===== src/rtl/writeback_port_arbiter_if.sv =====
// Register-file write-port bundle: primary/secondary result inputs, write-port and status outputs.
// master drives the result sources; slave is the arbiter.
interface writeback_port_arbiter_if #(
    parameter int FIFO_DEPTH = 4,
    parameter int DATA_WIDTH = 32
);
    localparam int CW = $clog2(FIFO_DEPTH) + 1;

    logic                  RegWriteW;
    logic [4:0]            RdW;
    logic [DATA_WIDTH-1:0] ResultW;
    logic                  SecValid;
    logic [4:0]            SecRd;
    logic [DATA_WIDTH-1:0] SecData;
    logic                  SecReady;
    logic                  WriteEnable;
    logic [4:0]            RegisterDest;
    logic [DATA_WIDTH-1:0] WriteData;
    logic [31:0]           PendingRd;
    logic [CW-1:0]         FifoCount;

    modport master (
        output RegWriteW, RdW, ResultW, SecValid, SecRd, SecData,
        input  SecReady, WriteEnable, RegisterDest, WriteData, PendingRd, FifoCount
    );

    modport slave (
        input  RegWriteW, RdW, ResultW, SecValid, SecRd, SecData,
        output SecReady, WriteEnable, RegisterDest, WriteData, PendingRd, FifoCount
    );
endinterface


===== src/rtl/writeback_port_arbiter.sv =====
// Merges the in-order result (fixed priority) and queued long-latency results onto one RF write port.
// Write port is combinational, zero added latency; WB_SEC_BYPASS_EN lets an idle port take a secondary result directly.
// Backpressure: SecReady = !full (a same-cycle pop is not counted); the primary source is never stalled.
module writeback_port_arbiter #(
    parameter int FIFO_DEPTH = 4,
    parameter int DATA_WIDTH = 32
) (
    input  logic                    clk,
    input  logic                    rst,
    writeback_port_arbiter_if.slave wb_io
);
    localparam int PW = $clog2(FIFO_DEPTH);
    localparam int CW = PW + 1;

    logic [4:0]            rd_q   [FIFO_DEPTH];
    logic [DATA_WIDTH-1:0] data_q [FIFO_DEPTH];
    logic [FIFO_DEPTH-1:0] vld_q, vld_d;
    logic [PW-1:0]         wr_ptr_q, wr_ptr_d, rd_ptr_q, rd_ptr_d;
    logic [CW-1:0]         count_q, count_d;

    logic prim_wr, fifo_empty, fifo_full, sec_acc, bypass, push, pop;
    logic [31:0] pend;

    assign prim_wr    = wb_io.RegWriteW && (wb_io.RdW != 5'd0);
    assign fifo_empty = (count_q == '0);
    assign fifo_full  = (count_q == CW'(FIFO_DEPTH));
    assign sec_acc    = wb_io.SecValid && !fifo_full;

`ifdef WB_SEC_BYPASS_EN
    assign bypass = sec_acc && (wb_io.SecRd != 5'd0) && !prim_wr && fifo_empty;
`else
    assign bypass = 1'b0;
`endif

    // An x0 destination completes the handshake but is never stored.
    assign push = sec_acc && (wb_io.SecRd != 5'd0) && !bypass;
    assign pop  = !prim_wr && !fifo_empty;

    assign wb_io.SecReady  = !rst && !fifo_full;
    assign wb_io.FifoCount = count_q;

    always_comb begin
        wb_io.WriteEnable  = 1'b0;
        wb_io.RegisterDest = 5'd0;
        wb_io.WriteData    = '0;
        if (!rst) begin
            if (prim_wr) begin
                wb_io.WriteEnable  = 1'b1;
                wb_io.RegisterDest = wb_io.RdW;
                wb_io.WriteData    = wb_io.ResultW;
            end else if (!fifo_empty) begin
                wb_io.WriteEnable  = 1'b1;
                wb_io.RegisterDest = rd_q[rd_ptr_q];
                wb_io.WriteData    = data_q[rd_ptr_q];
            end else if (bypass) begin
                wb_io.WriteEnable  = 1'b1;
                wb_io.RegisterDest = wb_io.SecRd;
                wb_io.WriteData    = wb_io.SecData;
            end
        end
    end

    always_comb begin
        vld_d    = vld_q;
        wr_ptr_d = wr_ptr_q;
        rd_ptr_d = rd_ptr_q;
        if (pop) begin
            vld_d[rd_ptr_q] = 1'b0;
            rd_ptr_d        = rd_ptr_q + 1'b1;
        end
        if (push) begin
            vld_d[wr_ptr_q] = 1'b1;
            wr_ptr_d        = wr_ptr_q + 1'b1;
        end
        count_d = count_q + CW'(push) - CW'(pop);
    end

    // Pending reflects stored entries; the head still counts during its own write cycle.
    always_comb begin
        pend = '0;
        for (int i = 0; i < FIFO_DEPTH; i++) begin
            if (vld_q[i]) pend[rd_q[i]] = 1'b1;
        end
        pend[0] = 1'b0;
        wb_io.PendingRd = rst ? 32'd0 : pend;
    end

    always_ff @(posedge clk or posedge rst) begin
        if (rst) begin
            vld_q    <= '0;
            wr_ptr_q <= '0;
            rd_ptr_q <= '0;
            count_q  <= '0;
        end else begin
            vld_q    <= vld_d;
            wr_ptr_q <= wr_ptr_d;
            rd_ptr_q <= rd_ptr_d;
            count_q  <= count_d;
        end
    end

    always_ff @(posedge clk) begin
        if (push) begin
            rd_q[wr_ptr_q]   <= wb_io.SecRd;
            data_q[wr_ptr_q] <= wb_io.SecData;
        end
    end
endmodule

===== src/flat_wrapper.sv =====
// flat-port wrapper written by rule: the top's interface ports become plain ports
module writeback_port_arbiter_flat 
#(
    parameter int FIFO_DEPTH = 4,
    parameter int DATA_WIDTH = 32
)
  (clk, rst, wb_io_RegWriteW, wb_io_RdW, wb_io_ResultW, wb_io_SecValid, wb_io_SecRd, wb_io_SecData, wb_io_SecReady, wb_io_WriteEnable, wb_io_RegisterDest, wb_io_WriteData, wb_io_PendingRd, wb_io_FifoCount);
  writeback_port_arbiter_if #(.FIFO_DEPTH(FIFO_DEPTH), .DATA_WIDTH(DATA_WIDTH)) wb_io_i ();
  input  logic clk;
  input  logic rst;
  input wire logic [$bits(wb_io_i.RegWriteW)-1:0] wb_io_RegWriteW;
  input wire logic [$bits(wb_io_i.RdW)-1:0] wb_io_RdW;
  input wire logic [$bits(wb_io_i.ResultW)-1:0] wb_io_ResultW;
  input wire logic [$bits(wb_io_i.SecValid)-1:0] wb_io_SecValid;
  input wire logic [$bits(wb_io_i.SecRd)-1:0] wb_io_SecRd;
  input wire logic [$bits(wb_io_i.SecData)-1:0] wb_io_SecData;
  output wire logic [$bits(wb_io_i.SecReady)-1:0] wb_io_SecReady;
  output wire logic [$bits(wb_io_i.WriteEnable)-1:0] wb_io_WriteEnable;
  output wire logic [$bits(wb_io_i.RegisterDest)-1:0] wb_io_RegisterDest;
  output wire logic [$bits(wb_io_i.WriteData)-1:0] wb_io_WriteData;
  output wire logic [$bits(wb_io_i.PendingRd)-1:0] wb_io_PendingRd;
  output wire logic [$bits(wb_io_i.FifoCount)-1:0] wb_io_FifoCount;
  assign wb_io_i.RegWriteW = wb_io_RegWriteW;
  assign wb_io_i.RdW = wb_io_RdW;
  assign wb_io_i.ResultW = wb_io_ResultW;
  assign wb_io_i.SecValid = wb_io_SecValid;
  assign wb_io_i.SecRd = wb_io_SecRd;
  assign wb_io_i.SecData = wb_io_SecData;
  assign wb_io_SecReady = wb_io_i.SecReady;
  assign wb_io_WriteEnable = wb_io_i.WriteEnable;
  assign wb_io_RegisterDest = wb_io_i.RegisterDest;
  assign wb_io_WriteData = wb_io_i.WriteData;
  assign wb_io_PendingRd = wb_io_i.PendingRd;
  assign wb_io_FifoCount = wb_io_i.FifoCount;
  writeback_port_arbiter #(.FIFO_DEPTH(FIFO_DEPTH), .DATA_WIDTH(DATA_WIDTH)) u_core (.clk(clk), .rst(rst), .wb_io(wb_io_i));
endmodule

===== config.mk =====
export PLATFORM = sky130hd
export DESIGN_NAME = writeback_port_arbiter_flat
export DESIGN_NICKNAME = d
export VERILOG_FILES = /design/src/rtl/writeback_port_arbiter_if.sv /design/src/rtl/writeback_port_arbiter.sv /design/src/flat_wrapper.sv
export SDC_FILE = /design/constraint.sdc
export NUM_CORES = 1
export LEC_CHECK = 0
export ABC_CLOCK_PERIOD_IN_PS = 3190
export BUFFER_PORTS_ARGS = -buffer_cell sky130_fd_sc_hd__buf_2
export CORE_ASPECT_RATIO = 2
export CORE_UTILIZATION = 40
export DETAILED_ROUTE_END_ITERATION = 10
export PLACE_DENSITY = 0.67
export SYNTH_ARGS = -nofsm -noshare
export SYNTH_HDL_FRONTEND = slang
export SYNTH_SLANG_ARGS = --single-unit

===== constraint.sdc =====
create_clock -name clk -period 3.19 [get_ports clk]
set_clock_uncertainty 0.15 [all_clocks]
set_input_delay 0.638 -clock clk [delete_from_list [all_inputs] [get_ports clk]]
set_output_delay 0.638 -clock clk [all_outputs]
set_load 0.01 [all_outputs]

# --- Yosys cells after proc, flatten, opt, wreduce, memory -nomap -nowiden ---
# Memory sizes are Yosys's and may differ from the RTL's.
# Index checks and enable logic that the tools add are counted.
op_classes:
  order_cmp: 12
  n_eq_ne: 1
  n_addsub: 4
  bitwise_logic: 6
  muxes: 30
  n_mul: 0
  n_reduce_logical: 18
  n_shift: 0
  div: 0
ops:
  columns: ["operator", "count"]
  rows:
  - ["32-bit two-way mux", 8]
  - ["32-bit bitwise OR", 3]
  - ["5-bit by 6-bit < comparator with 1-bit output, second input constant", 4]
  - ["1-bit demux with 5-bit select", 4]
  - ["5-bit by 1-bit greater-or-equal comparator with 1-bit output, second input constant", 4]
  - ["5-bit two-way mux", 3]
  - ["1-bit logical AND", 11]
  - ["1-bit two-way mux", 11]
  - ["5-bit nonzero test", 2]
  - ["4-bit two-way mux", 2]
  - ["2-bit by 3-bit < comparator with 1-bit output, second input constant", 2]
  - ["2-bit by 1-bit adder with 2-bit output, second input constant", 2]
  - ["4-bit AND", 1]
  - ["1-bit demux with 2-bit select", 2]
  - ["2-bit by 1-bit greater-or-equal comparator with 1-bit output, second input constant", 2]
  - ["1-bit logical NOT", 4]
  - ["4-bit inverter", 1]
  - ["4-bit bitwise OR", 1]
  - ["3-bit by 1-bit adder with 3-bit output", 1]
  - ["3-bit == test, second input constant", 1]
  - ["3-bit logical NOT", 1]
  - ["3-bit by 1-bit subtractor with 3-bit output", 1]
totals:
  latch_bits: 0
  output_inout_bits: 74
  mem_bits_rw: 148
  mem_bits_ro: 0
  mem_count: 2
  in_bits: 78
  elab_cells: 77
  reg_bits: 11
memory_table:
  columns: ["name", "words", "word_bits", "read_ports", "rd_clocked_by_memory_dff", "write_ports", "line", "rtl"]
  rows:
  - ["u_core.data_q", 4, 32, 1, 0, 1, "writeback_port_arbiter.sv:16", "logic [DATA_WIDTH-1:0] data_q [FIFO_DEPTH];"]
  - ["u_core.rd_q", 4, 5, 5, 0, 1, "writeback_port_arbiter.sv:15", "logic [4:0] rd_q [FIFO_DEPTH];"]

# --- Logic depth before layout (Yosys ltp) ---
# Gate-level depths: netlist of run 1.
# An unclocked memory read counts as a cell.
logic_depth:
  ltp_word: 13
  depth_mapped: 11

# --- Worst setup path before layout of run 1 ---
# Ideal clock, no wire load.
synth_timing:
  path_kind: "input port to output port"
  start: "input port rst"
  end: "output port wb_io_WriteData[4]"
  t_arrival_ns: 2.025
  slack_ns: 0.377
  stages: 5
  path_cell_list: "clkbuf_1 inv_1 nand2_1 buf_2 o32ai_1"
synth_via:
  elab_chain_cells: 1
synth_lines:
  columns: ["element", "line", "rtl"]
  rows:
  - ["start, declared", "flat_wrapper.sv:10", "input logic rst;"]
  - ["32-bit two-way mux", "writeback_port_arbiter.sv:46", "if (!rst) begin"]
  - ["end, declared", "flat_wrapper.sv:20", "output wire logic [$bits(wb_io_i.WriteData)-1:0] wb_io_WriteData;"]
# No other way between the ends.

# --- Final worst setup path of run 1 ---
layout_timing:
  start: "register u_core.count_q[1] (netlist: u_core.wb_io.FifoCount[1])"
  end: "output port wb_io_WriteData[19]"
layout_via:
  elab_chain_cells: 4
layout_lines:
  columns: ["element", "line", "rtl"]
  rows:
  - ["start, declared", "writeback_port_arbiter.sv:19", "logic [CW-1:0] count_q, count_d;"]
  - ["start signal, assigned", "writeback_port_arbiter.sv:98", "count_q <= count_d;"]
  - ["3-bit logical NOT", "writeback_port_arbiter.sv:25", "assign fifo_empty = (count_q == '0);"]
  - ["32-bit two-way mux", "writeback_port_arbiter.sv:51", "end else if (!fifo_empty) begin"]
  - ["32-bit two-way mux", "writeback_port_arbiter.sv:47", "if (prim_wr) begin"]
  - ["32-bit two-way mux", "writeback_port_arbiter.sv:46", null]
# No other way between the ends.

==> results of run 1 <==
[through the flow]
stage	hold slack [ps]	instance area, µm²	cells	power [mW]
after floorplan	351	8010	538	4.76
after global placement	347	9110	927	5.58
after detailed placement	375	9110	927	5.67
after CTS	259	9670	957	7.57
after global routing	273	9670	957	7.86
final	281	9670	958	7.50
[routing by layer]
| metal | up-vias | part of all wire, % | track usage (%) |
|---|---|---|---|
| met5 | - | 0.062 | 0 |
| met4 | 2 | 4.2 | 11.8 |
| met3 | 68 | 6.1 | 3.87 |
| met2 | 305 | 56 | 39.0 |
| met1 | 2761 | 34 | 21.2 |
| li1 | 2423 | - | - |
[cell families after synthesis]
family | synth area share [%]
buffers and inverters | 6.42
AOI/OAI and AO/OA | 15.7
muxes | 10.7
other | 0.0468
adders and majority gates | 1.81
DFF | 58.9
xor gates and xnor gates | 0.437
and+or+nand+nor | 6.04
[timing repair]
| item | 4_1_cts | 5_1_grt |
|---|---|---|
| endpoints found under the hold margin | 0 | 0 |
| endpoints found under the setup margin | 35 | 4 |
| pin swaps | 0 | 0 |
| gates resized for setup | 1 | 1 |
[area by class of cell]
| type | count | share of cell area (%) |
|---|---|---|
| Tap cell | 259 | 3.35 |
| Antenna cell | 1 | 0.0259 |
| Timing Repair Buffer | 167 | 10.2 |
| Multi-Input combinational cell | 262 | 28.8 |
| Clock buffer | 17 | 4.40 |
| Sequential cell | 159 | 48.8 |
| Clock inverter | 13 | 1.28 |
| Inverter | 80 | 3.11 |
[cell usage after synthesis (4+ instances only)]
cell / n / area (µm²)
nand4_1: 6 / 37.5
a21oi_1: 33 / 165
and3_1: 8 / 50.1
o32ai_2: 29 / 472
a22o_1: 4 / 35.0
inv_1: 80 / 300
and2_1: 5 / 31.3
clkbuf_1: 17 / 63.8
edfxtp_1: 148 / 4440
nor3b_1: 16 / 120
buf_2: 9 / 45.0
nor3_1: 4 / 20.0
o32ai_1: 6 / 52.6
mux4_2: 37 / 833
buf_4: 6 / 45.0
xnor2_1: 4 / 35.0
a22oi_1: 62 / 465
ha_1: 10 / 125
and3b_1: 20 / 175
dfrtp_1: 11 / 275
[path summary, 6_finish.rpt]
kind | from | endpoint | slack (ps) | depth (start not counted)
max | u_core.wb_io.FifoCount[1] | wb_io_WriteData[19] | 130 | 5
min | wb_io_SecData[1] | u_core.data_q[0][1] | 280 | 1
max reg2reg | u_core.wb_io.FifoCount[1] | u_core.wb_io.FifoCount[2] | 480 | 10
min reg2reg | u_core.wb_io.FifoCount[2] | u_core.wb_io.FifoCount[2] | 370 | 1
max in group asynchronous | rst | u_core.rd_ptr_q[0] | 2370 | 3
min in group asynchronous | rst | u_core.wb_io.FifoCount[0] | 340 | 3
[power by group through the flow]
stage | Clock [mW] | Combinational, mW | Sequential, mW
6_report | 1.89 | 2.58 | 3.03
5_1_grt | 2.01 | 2.78 | 3.07
4_1_cts | 1.93 | 2.61 | 3.03
3_5_place_dp | 0 | 2.59 | 3.07
3_3_place_gp | 0 | 2.54 | 3.04
2_1_floorplan | 0 | 1.79 | 2.97
[worst register-to-register path, stage by stage, from the launching register on]
cell     delay [ps]
dfrtp_1         440
or3_1           560
nand3_1         230
inv_1            60
ha_1            270
inv_1            60
ha_1            130
inv_1            50
fa_1            370
xnor2_1         180
xnor2_1         140
[flip-flops by register name, summed over array words and instances, names as in the netlist]
| name | count |
|---|---|
| u_core.wr_ptr_q | 2 |
| u_core.data_q | 128 |
| u_core.rd_ptr_q | 2 |
| u_core.rd_q | 20 |
| u_core.vld_q | 4 |
| u_core.wb_io.FifoCount | 3 |
==> impl_metrics.ini, run 1 <==
[routing]
drt_wl_total_um = 20900
first_pass_iters = 5
postRouteAntennaNets = 0
drt_iter0_drc = 384
wl_per_cell_um = 21.9
drc_errors = 0
vias = 5559
avgViaCountPerCell = 5.80

[power]
p_switching_mw = 2.45
pwr_density_cell_nw_per_um2 = 775
pwr-share-clk_pct = 25.2
intPower_mw = 5.05
p_leak_nw = 3.76
switching_share_pct = 32.7
comb_power_share_pct = 34.4
p_seq_share_pct = 40.5
vdd_drop_max_mv = 0.565

[min_path]
min_path_type = in -> reg

[layout]
final_core_util_pct = 49.7
layout_commonest_cell = buf_2
n_fill_cell = 1737
multi_input_area_um2 = 2790
layout.cells.most_common_list = 150 x buf_2, 148 x edfxtp_1, 80 x inv_1
final_net_count = 776
area_growth_pct = 20.7
drive_gt1_share_pct = 39.3
seq_area_um2 = 4720

[setup_path]
cp.required_ps = 2400
critPathKind = reg -> out
cp-end-kind = output pin
crit_path_start_kind = register
cp_slowest_stage_delay_ps = 560
crit_family = simple AND/OR/NAND/NOR gates
cp_cell_sequence = or3_1 -> nand2_2 -> clkbuf_8 -> o32ai_2 -> buf_2
arrival_ps = 2270
worstPathMaxFanout = 35
cp_slowest_cell = or3_1
cp_num_buf_inv = 2

[clock_network]
clock-sinks = 159
clockBufferDepth = 2
postCtsSetupRepairBufs = 0
cts_tree = built
path_clk_slew_ps = 60
ctsRootBufferMaster = clkbuf_16
htree_levels = 4
clkLatencyLatePin_ps = 420
hold_buffers = 0
cts_buffers = 17

[sta]
fin_crit_ps = 3060
tns_ps = 0
finalCritPeriodShare_pct = 95.9
clock.fmax_mhz = 327
final.setup.worst_slack_ps = 132
rsz0062_at_grt = no
tightest_slew_ps = 588
hold_viol_final = 0
relSlewSlack_pct = 60.7
report.final.setup_viol = 0
slew_violations = 0

[floorplanning]
ios = 152
dieHeight_um = 202
die_w_um = 102
rows = 72
core_um2 = 19500
die-area_um2 = 20600
initial_core_util_pct = 41.2

[global_route]
track_usage_pct = 21.0
grt-ovfl-total = 0
antenna_found_initial = 1
grt_first_pass_wirelength_um = 31800
grt_max_degree = 42
first_global_vias = 5828

[synthesis]
synth_flop_cell = edfxtp_1
synthArstFlopShare_pct = 6.92
synth_edf_count = 148
syn-cell-area_um2 = 8010
synth.ff_latch_count = 159
syn_inst = 538
ys_warn_count = 0
synthDistinctLibCells = 38
syn_area_per_cell_um2 = 14.9
ys_seq_area_share_pct = 58.9
synthesis.nets = 627

[placement]
portBuffers = 150
dp_slack_ps = 145
place_congestion = 0.878
place_hpwl_um = 14200

[job]
maxCapViolations = 0

[status]
outcome = finished, final reports clean
(Power assumes the default switching activity.)
==> run 2: changes to the inputs <==
ABC_CLOCK_PERIOD_IN_PS = 3800   (was 3190)
clock period = 3.8 ns   (was 3.19 ns; I/O delays follow)
==> run 2 against run 1 <==
Critical path depth up 1. Worst setup slack better by 230 ps. Global-route usage up 0.082 points. Core utilization about the same. Clock power about the same. Final area about the same. Power down 13%. Die area unchanged. Largest power group unchanged. Final cell count down 0.31%. Sequential share of layout area about the same. Register-to-register slack better by 550 ps.
==> impl_metrics.ini, run 2 (synthesis gave the netlist of run 1 again) <==
[min_path]
min_path_type = reg -> reg

[floorplanning]
core_um2 = 19500
die-area_um2 = 20600
rows = 72
ios = 152
initial_core_util_pct = 41.2
dieHeight_um = 202
die_w_um = 102

[layout]
layout.cells.most_common_list = 150 x buf_2, 148 x edfxtp_1, 80 x inv_1
drive_gt1_share_pct = 39.3
n_fill_cell = 1742
final_net_count = 771
layout_commonest_cell = buf_2
final_core_util_pct = 49.7
regMostFlops = u_core.data_q
area_growth_pct = 20.7
largestRegisters = u_core.data_q: 128 flops, u_core.rd_q: 20 flops, u_core.vld_q: 4 flops
largest_register_ffs = 128

[sta]
finalCritPeriodShare_pct = 90.4
clock.fmax_mhz = 291
hold_viol_final = 0
rsz0062_at_grt = no
report.final.setup_viol = 0
tightest_slew_ps = 1070
tns_ps = 0
slew_violations = 0
whs_ps = 362
fin_crit_ps = 3440
relSlewSlack_pct = 28.3
final.setup.worst_slack_ps = 365

[power]
switching_share_pct = 32.3
vdd_drop_max_mv = 0.499
p_seq_share_pct = 39.2
p_total_mw = 6.54
comb_power_share_pct = 32.1
p_leak_nw = 3.77
p_switching_mw = 2.11
pwr-share-clk_pct = 28.7
pwr_density_cell_nw_per_um2 = 676
intPower_mw = 4.42

[routing]
vias = 5508
drt_iter0_drc = 394
first_pass_iters = 5
postRouteAntennaNets = 0
wl_per_cell_um = 21.9
drc_errors = 0
drt_wl_total_um = 20900
avgViaCountPerCell = 5.77

[setup_path]
cp_slowest_stage_delay_ps = 480
arrival_ps = 2530
cp_common_cell = buf_2
crit_path_start_kind = input port
crit_family = buffers and inverters
ff2ff_setup_slack_ps = 1030
cp_cell_sequence = buf_2 -> inv_1 -> nand2_2 -> buf_4 -> o32ai_1 -> buf_2
worstPathMaxFanout = 34
cp_slowest_cell = buf_2
cp-end-kind = output pin
cp.required_ps = 2890
cp_num_buf_inv = 4
critPathKind = in -> out

[clock_network]
clockBufferDepth = 2
cts_buffers = 17
path_clk_slew_ps = 70
postCtsSetupRepairBufs = 0
clkLatencyLatePin_ps = 420
cts_tree = built
hold_buffers = 0
clock-sinks = 159
ctsRootBufferMaster = clkbuf_16
cts.repair.resized = 0
htree_levels = 4

[global_route]
grt-ovfl-total = 0
antenna_found_initial = 2
track_usage_pct = 21.1
first_global_vias = 5817
grt_first_pass_wirelength_um = 31900
grt_max_degree = 42

[job]
maxCapViolations = 0

[placement]
dp_slack_ps = 400
place_congestion = 0.886
place_hpwl_um = 14300
portBuffers = 150

[status]
outcome = finished, final reports clean
run 2: final cells by class:
class / count / area (µm²) / share of cell area [%]
antenna: 1 / 2.50 / 0.0259
clock buffer: 17 / 425 / 4.40
clock inverter: 15 / 234 / 2.42
inverter: 80 / 300 / 3.10
multi-input combinational: 262 / 2790 / 28.8
sequential: 159 / 4720 / 48.8
tap: 259 / 324 / 3.35
timing repair buffer: 162 / 878 / 9.08
run 2: layer usage:
layer  GRT usage (%)  share of wire (%)  vias up
li1                -                  -     2422
met1            22.2                 35     2694
met2            38.1                 56      318
met3            4.08                5.6       72
met4            11.7                3.9        2
met5               0              0.048        -
run 2: worst reg2reg max path, stage by stage (launching register included):
cell     delay, ps
dfrtp_1        440
or3_1          560
nand3_1        230
inv_1           60
ha_1           270
inv_1           60
ha_1           130
inv_1           50
fa_1           390
xnor2_1        200
xnor2_1        140
run 2: power groups by stage:
stage | Combinational (mW) | Sequential [mW] | Clock, mW
3_5_place_dp | 2.11 | 2.61 | 0
3_3_place_gp | 2.05 | 2.57 | 0
4_1_cts | 2.12 | 2.57 | 1.91
5_1_grt | 2.28 | 2.60 | 1.97
6_report | 2.10 | 2.57 | 1.87
2_1_floorplan | 1.50 | 2.49 | 0
run 2: final timing paths:
kind,startpoint,to,cells past startpoint
max in group asynchronous,rst,u_core.rd_ptr_q[1],3
worst max register to register,u_core.wb_io.FifoCount[1],u_core.wb_io.FifoCount[2],10
min in group asynchronous,rst,u_core.wr_ptr_q[1],3
worst min-delay path,u_core.wb_io.FifoCount[2],u_core.wb_io.FifoCount[2],1
worst min register to register,u_core.wb_io.FifoCount[2],u_core.wb_io.FifoCount[2],1
worst max-delay path,rst,wb_io_WriteData[1],6
run 2: through the flow:
stage,cells,area [µm²]
global placement,922,9010
global route,955,9670
floorplan,538,8010
detailed placement,922,9010
CTS,954,9670
finish,955,9670
